## src/rtl/clmul_xor_acc.sv

```systemverilog
// ---------------------------------------------------------------------------
// clmul_xor_acc
//
// Sits downstream of the 8-bit truncated carry-less multiplier. Each accepted
// product word is XOR-accumulated into a running frame sum, which gives a
// GF(2) dot product sum(a_i*b_i) mod x^8. One result word is emitted per frame.
//
// A frame ends when either:
//   - the configured number of beats has been accepted, or
//   - a beat arrives with in_last set, which ends the frame early.
//
// Ports:
//   clk        clock, all state changes on the rising edge
//   rst        asynchronous reset, active-high
//   cfg_len    frame length in beats (0 means 2^LEN_W), sampled on first beat
//   in_valid   product word valid
//   in_ready   block can accept a product word (low only while a result is held)
//   in_data    product word from the carry-less multiplier
//   in_last    end the frame on this beat
//   out_valid  result valid
//   out_ready  downstream accepts the result
//   out_data   XOR of all beats of the frame
//   out_short  frame was ended by in_last before cfg_len beats
//   out_id     frame id, increments per emitted result and wraps
// ---------------------------------------------------------------------------
module clmul_xor_acc #(
    parameter int W     = 8,
    parameter int LEN_W = 8,
    parameter int ID_W  = 4
) (
    input  logic             clk,
    input  logic             rst,
    input  logic [LEN_W-1:0] cfg_len,
    input  logic             in_valid,
    output logic             in_ready,
    input  logic [W-1:0]     in_data,
    input  logic             in_last,
    output logic             out_valid,
    input  logic             out_ready,
    output logic [W-1:0]     out_data,
    output logic             out_short,
    output logic [ID_W-1:0]  out_id
);

    typedef enum logic [1:0] {
        IDLE,
        ACC,
        HOLD
    } state_t;

    // Length and beat counter carry one extra bit so that a full 2^LEN_W
    // frame (cfg_len == 0) can be represented and compared directly.
    localparam logic [LEN_W:0] ONE     = (LEN_W+1)'(1);
    localparam logic [LEN_W:0] MAX_LEN = {1'b1, {LEN_W{1'b0}}};

    state_t         state;
    logic [LEN_W:0] len;
    logic [LEN_W:0] beat_cnt;
    logic [W-1:0]   acc;

    logic           beat;
    logic [LEN_W:0] first_len;
    logic [LEN_W:0] next_cnt;
    logic [W-1:0]   acc_next;

    // Handshake and next-value helpers. The upstream is only stalled while a
    // finished result is waiting for the downstream to take it.
    always_comb begin
        in_ready  = (state != HOLD);
        beat      = in_valid && in_ready;
        first_len = (cfg_len == '0) ? MAX_LEN : {1'b0, cfg_len};
        next_cnt  = beat_cnt + ONE;
        acc_next  = acc ^ in_data;
    end

    // Frame sequencer. The result registers are loaded on the same edge that
    // accepts the final beat, so out_valid rises the cycle after that beat.
    // out_short is set only when in_last arrives before the configured length;
    // in_last on exactly the last beat is a normal frame end.
    always_ff @(posedge clk or posedge rst) begin
        if (rst) begin
            state     <= IDLE;
            len       <= '0;
            beat_cnt  <= '0;
            acc       <= '0;
            out_valid <= 1'b0;
            out_data  <= '0;
            out_short <= 1'b0;
            out_id    <= '0;
        end else begin
            case (state)
                IDLE: begin
                    if (beat) begin
                        len      <= first_len;
                        acc      <= in_data;
                        beat_cnt <= ONE;
                        if ((first_len == ONE) || in_last) begin
                            state     <= HOLD;
                            out_valid <= 1'b1;
                            out_data  <= in_data;
                            out_short <= (first_len != ONE);
                        end else begin
                            state <= ACC;
                        end
                    end
                end

                ACC: begin
                    if (beat) begin
                        acc      <= acc_next;
                        beat_cnt <= next_cnt;
                        if ((next_cnt == len) || in_last) begin
                            state     <= HOLD;
                            out_valid <= 1'b1;
                            out_data  <= acc_next;
                            out_short <= (next_cnt != len);
                        end
                    end
                end

                HOLD: begin
                    if (out_ready) begin
                        state     <= IDLE;
                        out_valid <= 1'b0;
                        out_data  <= '0;
                        out_short <= 1'b0;
                        out_id    <= out_id + ID_W'(1);
                        acc       <= '0;
                        beat_cnt  <= '0;
                    end
                end

                default: begin
                    state <= IDLE;
                end
            endcase
        end
    end

endmodule
```

## config.mk

```make
export PLATFORM = sky130hd
export DESIGN_NAME = clmul_xor_acc
export DESIGN_NICKNAME = d
export VERILOG_FILES = /design/src/rtl/clmul_xor_acc.sv
export SDC_FILE = /design/constraint.sdc
export NUM_CORES = 1
export LEC_CHECK = 0
export CAP_MARGIN = 20
export CORE_ASPECT_RATIO = 1.4
export CORE_MARGIN = 5
export CORE_UTILIZATION = 54
export DETAILED_ROUTE_END_ITERATION = 10
export GPL_ROUTABILITY_DRIVEN = 0
export PLACE_DENSITY = 0.86
export SLEW_MARGIN = 30
export SYNTH_ARGS = -nofsm -noshare
export SYNTH_HDL_FRONTEND = slang
export SYNTH_SLANG_ARGS = --single-unit
```

## constraint.sdc

```tcl
create_clock -name clk -period 2.75 [get_ports clk]
set_clock_uncertainty 0.05 [all_clocks]
set_input_delay 0.275 -clock clk [delete_from_list [all_inputs] [get_ports clk]]
set_output_delay 0.275 -clock clk [all_outputs]
set_load 0.01 [all_outputs]
```

After elaboration in Yosys (flattened, before gate mapping)
Index checks and enable logic that the tools add are counted.
{"block": "totals", "output_inout_bits": 15, "in_bits": 21, "regBits": 42}
{"block": "classes", "n_addsub": 2, "eq_ne": 12, "reduce_logical": 11, "bitwise_logic": 1, "mux": 31}
{"cell": "$mux 8", "n": 7}
{"cell": "$pmux 8 s3", "n": 2}
{"cell": "$mux 9", "n": 4}
{"cell": "$pmux 9 s3", "n": 1}
{"cell": "$ne 2x2->1 const B", "n": 6}
{"cell": "$mux 2", "n": 5}
{"cell": "$add 9x1->9 const B", "n": 1}
{"cell": "$eq 9x1->1 const B", "n": 1}
{"cell": "$eq 9x9->1", "n": 1}
{"cell": "$mux 1", "n": 9}
{"cell": "$ne 9x1->1 const B", "n": 1}
{"cell": "$ne 9x9->1", "n": 1}
{"cell": "$logic_not 8->1", "n": 1}
{"cell": "$reduce_and 4->1", "n": 2}
{"cell": "$xor 8x8->8", "n": 1}
{"cell": "$pmux 1 s3", "n": 2}
{"cell": "$pmux 2 s3", "n": 1}
{"cell": "$reduce_and 6->1", "n": 1}
{"cell": "$add 4x1->4 const B", "n": 1}
{"cell": "$reduce_and 2->1", "n": 2}
{"cell": "$reduce_bool 3->1", "n": 1}
{"cell": "$eq 2x1->1 const B", "n": 1}
{"cell": "$eq 2x2->1 const B", "n": 1}
{"cell": "$logic_not 2->1", "n": 1}
{"cell": "other kinds (2)", "n": 3}

Longest topological paths before layout
Gate-level depths: netlist of the first run.
{"block": "depth", "depth_word": 7, "depth_mapped": 9}

Least setup slack after synthesis of the first run
Ideal clock, no wire load.
{"block": "synth_timing", "kind": "flip-flop to flip-flop", "startpoint": "reg beat_cnt[0]", "endpoint": "reg out_data[0]", "setup_ns": 0.125, "slack_ns": 0.483, "synth_period_minus_slack_ns": 2.267, "t_arrival_ns": 2.092, "stages_incl_launch_ff": 9, "path_cell_list": "dfrtp_1 ha_1 xnor3_1 nand3_1 and4bb_4 a311oi_2 nand2b_1 buf_6 mux2_4"}
{"block": "synth_between", "elab_chain_cells": 5}
{"item": "start, declared", "line": "58", "text": "logic [LEN_W:0] beat_cnt;"}
{"item": "start signal, assigned", "line": "111", "text": "beat_cnt <= next_cnt;"}
{"item": "$add 9x1->9", "line": "72", "text": "next_cnt = beat_cnt + ONE;"}
{"item": "$eq 9x9->1", "line": "112", "text": "if ((next_cnt == len) || in_last) begin"}
{"item": "$logic_or 1x1->1", "line": "112"}
{"item": "$ne 2x2->1 (no line)"}
{"item": "$reduce_and 6->1 (no line)"}
{"item": "end signal, assigned", "line": "100", "text": "out_data <= in_data;"}
{"item": "end signal, assigned", "line": "115", "text": "out_data <= acc_next;"}
{"item": "end, declared", "line": "40", "text": "output logic [W-1:0] out_data,"}
Every way passes these cells.
A chain may end at the register's enable or synchronous reset.

Worst setup path in the final report of the first run
{"block": "layout_timing", "startpoint": "reg beat_cnt[1]", "endpoint": "reg out_data[6]"}
The elaborated chain is that of the path after synthesis.

==> impl_metrics.env, run 1 <==
export IMPL_required_ns=2.88
export IMPL_vdd_drop_max_mv=0.628
export IMPL_crit_slowest_cell="nand2b_2"
export IMPL_clockBufferDepth=2
export IMPL_antenna_found_initial=0
export IMPL_portBuffers=35
export IMPL_cp_data_arrival_time_ns=2.59
export IMPL_area_growth_pct=19.5
export IMPL_regToRegSetupSlack_ns=0.29
export IMPL_grt_max_degree=43
export IMPL_tns_ns=0
export IMPL_total_power_mw=2.91
export IMPL_grt_total_usage_pct=18.8
export IMPL_period_needed_ns=2.46
export IMPL_cp_end_kind="flop"
export IMPL_drv_slew=0
export IMPL_powerDensity_nw_per_um2=1010
export IMPL_rr_worst_depth=7
export IMPL_die_h_um=88.9
export IMPL_nets=304
export IMPL_cp_cell_sequence="ha_1, nand3_1, nor3_1, and4bb_4, a311oi_2, nand2b_2, mux2_4"
export IMPL_core_area_um2=4270
export IMPL_overflow=0
export IMPL_avgRoutedWirePerCell_um=15.0
export IMPL_critPathMaxStageDelay_ns=0.39
export IMPL_cts_setup_buffers=0
export IMPL_syn_nets=268
export IMPL_ys_warnings_count=0
export IMPL_dr_pass1_iters=4
export IMPL_syn_inst=242
export IMPL_cts_made_buffers=5
export IMPL_routed_wl_mm=5.07
export IMPL_chipWidth_um=66.4
export IMPL_synth_seq_cells=42
export IMPL_path_class="flop to flop"
export IMPL_netlist_area_um2=2400
export IMPL_clkTransAtPathRegs_ns=0.07
export IMPL_r2r_start="beat_cnt[1]"
export IMPL_num_antenna_cells=0
export IMPL_clock_sinks=42
export IMPL_die_area_um2=5900
export IMPL_reg2reg_to="out_data[6]"
export IMPL_grt_pass1_vias=1917
export IMPL_slew_headroom_pct=65.0
export IMPL_cts_tree="yes"
export IMPL_ys_types=47
export IMPL_synth_ff_type="dfrtp_1"
export IMPL_stdcell_area_um2=2870
export IMPL_dp_hpwl_mm=3.74
export IMPL_synth_edf_count=0
export IMPL_drive_above_1_share_pct=11.2
export IMPL_crit_path_max_fanout=10
export IMPL_routed_via_density=5.67
export IMPL_start_util_pct=56.2
export IMPL_synth_async_reset_ratio_pct=100
export IMPL_period_share_pct=89.5
export IMPL_clock_latency_ns=0.29
export IMPL_postRouteAntennaNets=0
export IMPL_leakagePower_nw=1.25
export IMPL_rsz0062_at_grt="no"
export IMPL_yosysSeqAreaShare_pct=43.7
export IMPL_maxCapViolCount=0
export IMPL_num_rows=28
export IMPL_tightest_slew_ns=0.525
export IMPL_hold_class="input pin to asynchronous set/reset pin"
export IMPL_dpl_cell_area_um2=2790
export IMPL_drc_errors=0
export IMPL_io_pins=36
export IMPL_max_freq_mhz=406
export IMPL_outcome="completed"
export IMPL_num_vias=1912
export IMPL_grt_pass1_wl_mm=8.54
export IMPL_dr_first_iter_drc_count=104
export IMPL_cts_root_buf="clkbuf_8"
export IMPL_cp_start_kind="flop"
export IMPL_finalHoldViolations=0
export IMPL_finalSetupViolCount=0
export IMPL_avgSynthCellArea_um2=9.93
export IMPL_htreeDepth=2
## per-stage QoR
step / hold slack [ns] / std cells / setup slack (ns) / util (%)
after CTS: 0.378 / 337 / 0.0858 / 67.2
final: 0.359 / 337 / 0.289 / 67.2
after detailed placement: 0.426 / 331 / 0.0752 / 65.2
after global routing: 0.414 / 337 / 0.0972 / 67.2
after global placement: 0.416 / 331 / 0.135 / 65.2
after floorplan: 0.324 / 242 / 0.483 / -
## cells in the final DEF (no fill, tap or decap), drive strengths merged, types with 2 or more instances in the layout
master | Yosys | routed
a21oi | 2 | 2
nand2 | 29 | 29
clkdlybuf4s50 | 0 | 35
nand3 | 11 | 11
o41ai | 2 | 2
nor2 | 15 | 15
ha | 5 | 5
nor3 | 3 | 3
buf | 6 | 4
o21ai | 40 | 40
inv | 10 | 10
clkbuf | 4 | 6
o31ai | 5 | 5
and3 | 4 | 4
a31oi | 2 | 2
xor2 | 5 | 5
or2b | 4 | 4
nand2b | 4 | 4
xnor2 | 9 | 9
dfrtp | 42 | 42
a21o | 2 | 2
mux2 | 19 | 19
nand4 | 2 | 2
## metal layers
| metal | vias up | share of wire (%) | GRT usage [%] |
|---|---|---|---|
| met2 | 44 | 55 | 36.0 |
| met1 | 939 | 39 | 20.3 |
| met3 | 7 | 4.5 | 4.03 |
| met4 | 0 | 1.2 | 5.55 |
| met5 | - | 0 | 0 |
| li1 | 922 | - | - |
## registers in the layout, summed over array words and instances, names as in the netlist
| register | flops |
|---|---|
| acc | 8 |
| beat_cnt | 9 |
| len | 9 |
| out_data | 8 |
| out_id | 4 |
| out_short | 1 |
| out_valid | 1 |
| state | 2 |
## worst max path at each step
stage                            from     endpoint  cells after the start
after floorplan           beat_cnt[0]  out_data[0]                      8
after detailed placement   cfg_len[4]  out_data[6]                      7
after CTS                 beat_cnt[1]  out_data[6]                      7
final                     beat_cnt[1]  out_data[6]                      7
after global placement     cfg_len[4]  out_data[5]                      7
after global routing      beat_cnt[1]  out_data[6]                      7
## area by class of cell
cell class / instances / area (um2)
fillers: 336 / 1400
well taps: 60 / 75.1
clock buffers: 6 / 82.6
flip-flops and latches: 42 / 1050
inverters: 10 / 37.5
repair buffers: 39 / 380
multi-input cells: 180 / 1250
## kinds of logic after synthesis
family          synth area share (%)
simple gates                    15.6
compound gates                  16.6
flops                           43.7
buf+inv                         4.53
mux                             10.9
xor+xnor                        6.04
fa+ha+maj                       2.60
## worst max-delay path, delay by kind of cell (launching register included)
family,cells,cell delay [ns]
adders and majority gates,1,0.26
DFF,1,0.38
AOI/OAI and AO/OA,1,0.27
and+or+nand+nor,4,1.05
muxes,1,0.34
## power by group
part,switching (mW),total (mW),internal [mW]
logic,0.733,1.50,0.765
clock network,0.198,0.391,0.194
registers,0.166,1.02,0.854
## timing repair
item                       CTS  global route
resized for setup            0             1
setup endpoints to repair    0             9
hold buffers                 0             0
## cell usage after synthesis (all sizes together), types with 5 or more instances
master	instances	area, um2
nand3	11	55.1
buf	6	56.3
inv	10	37.5
xnor2	9	78.8
nand2	29	109
ha	5	62.6
o31ai	5	42.5
mux2	19	248
xor2	5	43.8
nor2	15	56.3
dfrtp	42	1050
o21ai	40	200
No activity file was read; power rests on OpenSTA's default activity.
==> run 2, diff against run 1 <==
--- a/config.mk
+++ b/config.mk
@@ -11,7 +11,7 @@
 export CORE_UTILIZATION = 54
 export DETAILED_ROUTE_END_ITERATION = 10
 export GPL_ROUTABILITY_DRIVEN = 0
-export PLACE_DENSITY = 0.86
+export PLACE_DENSITY = 0.84
 export SLEW_MARGIN = 30
 export SYNTH_ARGS = -nofsm -noshare
 export SYNTH_HDL_FRONTEND = slang
==> constraint.sdc (replaced) <==
create_clock -name clk -period 2.75 [get_ports clk]
set_clock_uncertainty 0.05 [all_clocks]
set_input_delay 0.55 -clock clk [delete_from_list [all_inputs] [get_ports clk]]
set_output_delay 0.55 -clock clk [all_outputs]
set_load 0.01 [all_outputs]
==> impl_metrics.env, run 2 (synthesis gave the netlist of run 1 again) <==
export IMPL_outcome="completed"
export IMPL_postRouteAntennaNets=0
export IMPL_htreeDepth=2
export IMPL_chipWidth_um=66.4
export IMPL_drc_errors=0
export IMPL_period_needed_ns=2.50
export IMPL_hold_start="out_id[3]"
export IMPL_nets=309
export IMPL_final_cell_mix="42 x dfrtp_1, 35 x clkdlybuf4s50_1, 29 x nand2_1"
export IMPL_fin_cells=344
export IMPL_seq_area_um2=1050
export IMPL_cts_tree="yes"
export IMPL_drive_above_1_share_pct=13.0
export IMPL_reg2reg_to="out_data[1]"
export IMPL_maxCapViolCount=0
export IMPL_finalHoldViolations=0
export IMPL_tightest_slew_ns=0.544
export IMPL_hold_buffers=0
export IMPL_num_antenna_cells=0
export IMPL_layout_commonest_cell="dfrtp_1"
export IMPL_die_h_um=88.9
export IMPL_die_area_um2=5900
export IMPL_r2r_start="beat_cnt[1]"
export IMPL_hold_class="flop to flop"
export IMPL_leakagePower_nw=1.29
export IMPL_num_rows=28
export IMPL_hold_depth=1
export IMPL_overflow=0
export IMPL_cts_resized=0
export IMPL_cts_made_buffers=5
export IMPL_dp_cells=336
export IMPL_area_growth_pct=22.6
export IMPL_rsz0062_at_grt="no"
export IMPL_cp_start_kind="flop"
export IMPL_avgRoutedWirePerCell_um=15.2
export IMPL_min_to="out_id[3]"
export IMPL_tns_ns=0
export IMPL_grt_pass1_vias=2061
export IMPL_regToRegSetupSlack_ns=0.25
export IMPL_max_freq_mhz=400
export IMPL_dp_hpwl_mm=3.89
export IMPL_cts_setup_buffers=0
export IMPL_core_area_um2=4270
export IMPL_rr_worst_depth=8
export IMPL_num_vias=1924
export IMPL_start_util_pct=56.2
export IMPL_top_regs="beat_cnt x9, len x9"
export IMPL_finalSetupViolCount=0
export IMPL_crit_path_max_fanout=9
export IMPL_grt_pass1_wl_mm=9.18
export IMPL_required_ns=2.88
export IMPL_dr_pass1_iters=4
export IMPL_period_share_pct=90.9
export IMPL_routed_wl_mm=5.22
export IMPL_multi_input_comb_area_um2=1240
export IMPL_fillers=342
export IMPL_cp_end_kind="flop"
export IMPL_slew_headroom_pct=63.8
export IMPL_clockBufferDepth=2
export IMPL_powerDensity_nw_per_um2=1040
export IMPL_antenna_found_initial=0
export IMPL_clock_sinks=42
export IMPL_grt_total_usage_pct=20.2
export IMPL_dpl_cell_area_um2=2840
export IMPL_stdcell_area_um2=2950
export IMPL_dr_first_iter_drc_count=162
export IMPL_grt_max_degree=43
export IMPL_portBuffers=35
export IMPL_path_class="flop to flop"
export IMPL_drv_slew=0
export IMPL_whs_ns=0.441
export IMPL_cts_root_buf="clkbuf_8"
export IMPL_routed_via_density=5.59
export IMPL_cp_data_arrival_time_ns=2.63
export IMPL_vdd_drop_max_mv=0.642
export IMPL_clock_latency_ns=0.30
export IMPL_clkTransAtPathRegs_ns=0.08
export IMPL_io_pins=36
[run 2: cell count changes in the layout (fill, tap and decap cells not counted)]
cell,previous run,this run
buf_12,0,1
clkinv_2,0,2
nand2b_2,1,0
clkbuf_8,6,5
bufinv_16,0,1
buf_4,4,8
nand2b_1,3,4
[run 2: layer usage]
| layer | up-vias | share of wire (%) | routed length (um) | GRT usage [%] |
|---|---|---|---|---|
| li1 | 938 | - | - | - |
| met1 | 929 | 41 | 2140 | 22.1 |
| met2 | 44 | 53 | 2760 | 37.5 |
| met3 | 13 | 4.0 | 210 | 4.40 |
| met4 | 0 | 2.3 | 119 | 7.76 |
| met5 | - | 0 | 0 | 0 |
[run 2: worst max path at each step]
stage	slack (ns)	startpoint	depth (start not counted)	endpoint
floorplan	0.48	beat_cnt[0]	8	out_data[0]
global placement	0.09	cfg_len[4]	8	out_data[1]
detailed placement	0.01	cfg_len[4]	8	out_data[6]
CTS	0.27	beat_cnt[1]	8	out_data[6]
global route	0.13	beat_cnt[1]	8	out_data[1]
finish	0.25	beat_cnt[1]	8	out_data[1]
[run 2: cell type report]
type / count / area share [%]
well taps: 60 / 2.55
clock buffers: 5 / 2.34
multi-input cells: 180 / 42.2
repair buffers: 44 / 14.6
inverters: 10 / 1.27
flip-flops and latches: 42 / 35.7
clock inverters: 3 / 1.36
[run 2: worst max-delay path: stages, from the launching register on]
cell,delay [ns]
dfrtp_1,0.40
ha_1,0.29
nand3_1,0.21
nor3_1,0.22
and4bb_4,0.26
a311oi_2,0.26
nand2b_1,0.22
buf_12,0.16
mux2_4,0.30
[run 2: where the power goes]
| group | internal [mW] | switching [mW] | total, mW |
|---|---|---|---|
| registers | 0.853 | 0.166 | 1.02 |
| clock network | 0.267 | 0.217 | 0.484 |
| logic | 0.812 | 0.743 | 1.56 |
[run 2: per-stage QoR]
step | util, % | setup slack (ns) | power, mW
3_3_place_gp | 66.4 | 0.0944 | 2.52
3_5_place_dp | 66.4 | 0.0141 | 2.59
4_1_cts | 68.9 | 0.266 | 3.07
5_1_grt | 68.9 | 0.125 | 3.28
2_1_floorplan | - | 0.483 | 2.09
6_report | 68.9 | 0.250 | 3.06
